$ cat config.mk
export PLATFORM = sky130hd
export DESIGN_NAME = mem_arbiter
export DESIGN_NICKNAME = d
export VERILOG_FILES = /design/src/rtl/mem_arbiter.sv
export SDC_FILE = /design/constraint.sdc
export NUM_CORES = 1
export LEC_CHECK = 0
export ABC_AREA = 0
export CAP_MARGIN = 10
export CORE_ASPECT_RATIO = 1.5
export CORE_MARGIN = 5
export CORE_UTILIZATION = 41
export CTS_BUF_LIST = sky130_fd_sc_hd__clkbuf_8
export CTS_CLUSTER_SIZE = 28
export DETAILED_ROUTE_END_ITERATION = 7
export PLACE_DENSITY_LB_ADDON = 0.2
export SLEW_MARGIN = 20
export SYNTH_ARGS = -nofsm -noshare
export SYNTH_HDL_FRONTEND = slang
export SYNTH_SLANG_ARGS = --single-unit
$ cat constraint.sdc
create_clock -name clk -period 2.6 [get_ports clk]
set_input_delay 0.52 -clock clk [delete_from_list [all_inputs] [get_ports clk]]
set_output_delay 0.52 -clock clk [all_outputs]
set_load 0.01 [all_outputs]
$ cat src/rtl/mem_arbiter.sv
// rtl/mem_arbiter.sv - single-port main memory arbiter for I/D line fills and D writes
// Data side has fixed priority; fills issue LINE_WORDS reads and route returns to the owner.
module mem_arbiter #(
   parameter int unsigned ADDR_W     = 16,
   parameter int unsigned DATA_W     = 16,
   parameter int unsigned MEM_LAT    = 4,
   parameter int unsigned LINE_WORDS = 8,
   localparam int unsigned IDX_W     = $clog2(LINE_WORDS)
) (
   input  logic              clk,
   input  logic              rst_n,
   input  logic              i_req,
   input  logic [ADDR_W-1:0] i_addr,
   output logic              i_stall,
   output logic              i_fill_valid,
   output logic [DATA_W-1:0] i_fill_data,
   output logic [IDX_W-1:0]  i_fill_idx,
   output logic              i_done,
   input  logic              d_req,
   input  logic              d_we,
   input  logic [ADDR_W-1:0] d_addr,
   input  logic [DATA_W-1:0] d_wdata,
   output logic              d_stall,
   output logic              d_fill_valid,
   output logic [DATA_W-1:0] d_fill_data,
   output logic [IDX_W-1:0]  d_fill_idx,
   output logic              d_done,
   output logic              mem_en,
   output logic              mem_wr,
   output logic [ADDR_W-1:0] mem_addr,
   output logic [DATA_W-1:0] mem_wdata,
   input  logic              mem_data_valid,
   input  logic [DATA_W-1:0] mem_rdata
);

   if (MEM_LAT < 1 || (1 << IDX_W) != LINE_WORDS) begin : g_param_check
      $error("mem_arbiter: MEM_LAT must be >= 1 and LINE_WORDS a power of 2");
   end

   localparam logic [ADDR_W-1:0] LINE_MASK = ADDR_W'(LINE_WORDS * 2 - 1);

   typedef enum logic [1:0] {IDLE, I_FILL, D_FILL, D_WRITE} state_t;

   state_t            state;
   logic [ADDR_W-1:0] base;
   logic [IDX_W-1:0]  issue_cnt;
   logic [IDX_W-1:0]  recv_cnt;
   logic [IDX_W-1:0]  issue_nxt;
   logic              last_word;

   assign issue_nxt = issue_cnt + 1'b1;
   assign last_word = (recv_cnt == IDX_W'(LINE_WORDS - 1));

   // Return path is decoded so the last word and its done pulse share a cycle.
   assign i_fill_valid = (state == I_FILL) && mem_data_valid;
   assign d_fill_valid = (state == D_FILL) && mem_data_valid;
   assign i_fill_data  = i_fill_valid ? mem_rdata : '0;
   assign d_fill_data  = d_fill_valid ? mem_rdata : '0;
   assign i_fill_idx   = i_fill_valid ? recv_cnt : '0;
   assign d_fill_idx   = d_fill_valid ? recv_cnt : '0;
   assign i_done       = i_fill_valid && last_word;
   assign d_done       = (d_fill_valid && last_word) || (state == D_WRITE);
   assign i_stall      = i_req & ~i_done;
   assign d_stall      = d_req & ~d_done;

   always_ff @(posedge clk or negedge rst_n) begin
      if (!rst_n) begin
         state     <= IDLE;
         base      <= '0;
         issue_cnt <= '0;
         recv_cnt  <= '0;
         mem_en    <= 1'b0;
         mem_wr    <= 1'b0;
         mem_addr  <= '0;
         mem_wdata <= '0;
      end else begin
         case (state)
            IDLE: begin
               mem_en    <= 1'b0;
               mem_wr    <= 1'b0;
               issue_cnt <= '0;
               recv_cnt  <= '0;
               if (d_req && d_we) begin
                  state     <= D_WRITE;
                  mem_en    <= 1'b1;
                  mem_wr    <= 1'b1;
                  mem_addr  <= d_addr;
                  mem_wdata <= d_wdata;
               end else if (d_req) begin
                  state    <= D_FILL;
                  base     <= d_addr & ~LINE_MASK;
                  mem_en   <= 1'b1;
                  mem_addr <= d_addr & ~LINE_MASK;
               end else if (i_req) begin
                  state    <= I_FILL;
                  base     <= i_addr & ~LINE_MASK;
                  mem_en   <= 1'b1;
                  mem_addr <= i_addr & ~LINE_MASK;
               end
            end
            D_WRITE: begin
               state  <= IDLE;
               mem_en <= 1'b0;
               mem_wr <= 1'b0;
            end
            I_FILL, D_FILL: begin
               // issue_cnt names the word currently on mem_addr.
               if (mem_en) begin
                  if (issue_cnt == IDX_W'(LINE_WORDS - 1)) begin
                     mem_en <= 1'b0;
                  end else begin
                     issue_cnt <= issue_nxt;
                     mem_addr  <= base + ADDR_W'({issue_nxt, 1'b0});
                  end
               end
               if (mem_data_valid) begin
                  recv_cnt <= recv_cnt + 1'b1;
                  if (last_word) begin
                     state  <= IDLE;
                     mem_en <= 1'b0;
                  end
               end
            end
            default: state <= IDLE;
         endcase
      end
   end

endmodule
==> flow_metrics.py <==
metrics = {
    "sta": {
        "setup_violations": 0,
        "clock.fmax_mhz": 395,
        "hold_violations": 0,
        "relSlewSlack_pct": 55.7,
        "fin_worst_skew_ps": 8.32,
        "period_share_pct": 97.2,
        "worst_pin_slew_ps": 664,
        "min_period_ps": 2530,
        "rsz0062_at_grt": "yes",
        "setup_slack_ps": 71.6,
        "final_max_slew_viol_count": 0,
        "holdWs_ps": 241,
    },
    "clock_tree": {
        "cts-htree-levels": 2,
        "clk_pin_slew_ps": 100,
        "clk_latency_ps": 300,
        "cts_root_buf": "clkbuf_8",
        "clock_path_buffers": 2,
        "cts_tree": "built",
        "clock_sinks": 54,
        "cts_buffers": 5,
    },
    "floorplan": {
        "rows": 37,
        "die_w_um": 78.9,
        "initial_core_util_pct": 42.3,
        "die_h_um": 113,
        "core_mm2": 0.00690,
        "ioPinCount": 148,
        "dieArea_mm2": 0.00895,
    },
    "grt": {
        "grt_pass1_vias": 2549,
        "antenna_found_initial": 0,
        "grt_usage_pct": 16.4,
        "grt-ovfl-total": 0,
        "grt_pass1_wl_um": 11900,
        "grt_max_degree": 31,
    },
    "routing": {
        "num_vias": 2463,
        "totalWireLength_um": 7360,
        "route.detailed.drc": 0,
        "postRouteAntennaNets": 0,
        "vias_per_cell": 5.14,
        "drtIter0Drc": 88,
        "wl_per_cell_um": 15.4,
        "dr.pass1.iters": 4,
    },
    "pwr": {
        "power.density_mw_per_mm2": 1040,
        "intPower_w": 0.00307,
        "leakage_nw": 2.16,
        "power_frac_comb_pct": 59.0,
        "ir_drop_v": 0.000711,
        "power_frac_seq_pct": 31.2,
        "p_clk_share_pct": 9.9,
        "swShare_pct": 35.3,
        "netSwitchingPower_w": 0.00168,
    },
    "finish": {
        "fin_nets": 478,
        "final_layout_size_suffix_gt1_share_pct": 17.2,
        "layout_commonest_cell": "clkdlybuf4s50_1",
        "area_delta_synth_final_pct": 56.4,
        "fillers": 597,
        "antenna_cells": 0,
        "layout_common_cells": "clkdlybuf4s50_1, dfrtp_1, and3_1, mux2_2, mux2i_1",
    },
    "critical_path": {
        "cp_num_buf_inv": 3,
        "critPathLaunchType": "flop",
        "end_kind": "output port",
        "cp.required_ps": 2080,
        "crit_family": "buffers and inverters",
        "crit_path_cell_trace": "inv_1, ha_2, buf_4, and3_1, clkdlybuf4s50_1",
        "slowest_stage": "clkdlybuf4s50_1",
        "cpPeakStageDelay_ps": 540,
        "critPathMaxFanout": 13,
        "arrival_ps": 2010,
        "crit_type": "reg2out",
    },
    "synthesis": {
        "syn_nets": 331,
        "synth_cell_type_count": 36,
        "netlist_area_mm2": 0.00292,
        "synthesis.instances": 253,
        "ys_ff_latch": 54,
        "synth_warnings": 0,
        "syn_avg_cell_area_um2": 11.5,
        "synthArstFlopShare_pct": 100,
        "ys.flop_type": "dfrtp_1",
        "yosysSeqAreaShare_pct": 46.3,
        "synth_edf_count": 0,
    },
    "flow_run": {
        "cap_viol_max_count": 0,
    },
    "min_path": {
        "hold_path_class": "in2async",
    },
    "place": {
        "gp_congestion": 0.771,
        "hpwl_um": 5990,
        "pre_cts_ws_ps": 37.6,
        "port-buffer-count": 143,
    },
    "run_status": {
        "status": "completed",
    },
}
==> synthesized netlist by cell type (all sizes together) (3+ instances only) <==
library cell   n  area [um2]
mux2          38         435
inv           17        63.8
a21boi         3        22.5
clkbuf        11        41.3
nand2          7        26.3
a21oi          3        15.0
and3          39         244
a21o           3        22.5
a22o           7        61.3
dfrtp         54        1350
buf            8        61.3
mux2i         25         250
ha             8         100
o21ai          8        40.0
==> cells by family after synthesis <==
kind of cell	after synthesis	share of synthesized area, %
buffers and inverters	36	5.70
flip-flops	54	46.3
adder cells (fa/ha/maj)	8	3.43
XOR/XNOR	1	0.300
AO/OA/AOI/OAI	31	8.05
AND/OR/NAND/NOR	60	12.8
multiplexers	63	23.5
==> power by group through the flow <==
stage / logic (W) / clock network (W) / registers [W]
2_1_floorplan: 0.00157 / 0 / 0.00160
3_3_place_gp: 0.00278 / 0 / 0.00149
3_5_place_dp: 0.00282 / 0 / 0.00151
4_1_cts: 0.00283 / 0.000490 / 0.00149
5_1_grt: 0.00306 / 0.000523 / 0.00154
6_report: 0.00280 / 0.000468 / 0.00148
==> sequential cells by signal (all words and copies together), names as in the netlist <==
signal / flops
state: 2
mem_wdata: 16
mem_wr: 1
base: 12
recv_cnt: 3
mem_addr: 16
mem_en: 1
issue_cnt: 3
==> layer usage <==
metal	GRT usage, %	up-vias	share of wire, %
li1	-	1188	-
met1	16.1	1151	36
met3	7.09	4	11
met4	3.78	0	0.72
met2	31.4	120	51
met5	0	-	0
==> repair_timing <==
action                                  in CTS  in global routing
buffers inserted                             0                  1
hold buffers                                 0                  0
endpoints found under the setup margin       2                 27
pin swaps                                    0                  0
resized for setup                            1                  3
==> per-stage QoR <==
stage | setup TNS, ps | util (%) | power [W] | std cells | cell area, um2
after detailed placement | 0 | 64.6 | 0.00433 | 470 | 4460
final | 0 | 66.2 | 0.00475 | 479 | 4570
after global routing | -235 | 66.2 | 0.00512 | 479 | 4570
after floorplan | 0 | - | 0.00316 | 253 | 2920
after global placement | 0 | 64.6 | 0.00426 | 470 | 4460
after CTS | 0 | 66.0 | 0.00481 | 478 | 4550
==> cell type report <==
cell class | instances | area, um2 | share of cell area [%]
Clock inverter | 2 | 8.76 | 0.192
Multi-Input combinational cell | 163 | 1410 | 30.9
Tap cell | 78 | 97.6 | 2.14
Timing Repair Buffer | 159 | 1550 | 34.0
Sequential cell | 54 | 1350 | 29.6
Inverter | 17 | 63.8 | 1.40
Clock buffer | 6 | 82.6 | 1.81
==> path summary, 6_finish.rpt <==
kind / startpoint / to / slack (ps) / depth (start not counted)
max: state[0]$_DFFE_PN0P_ / d_fill_data[5] / 70 / 5
min: rst_n / mem_addr[9]$_DFFE_PN0P_ / 240 / 1
max reg2reg: state[1]$_DFFE_PN0P_ / mem_addr[5]$_DFFE_PN0P_ / 500 / 6
min reg2reg: mem_wdata[12]$_DFFE_PN0P_ / mem_wdata[12]$_DFFE_PN0P_ / 510 / 1
max in group asynchronous: rst_n / mem_wdata[0]$_DFFE_PN0P_ / 1700 / 2
min in group clk: mem_wdata[12]$_DFFE_PN0P_ / mem_wdata[12]$_DFFE_PN0P_ / 510 / 1
No activity file was read; power rests on OpenSTA's default activity.
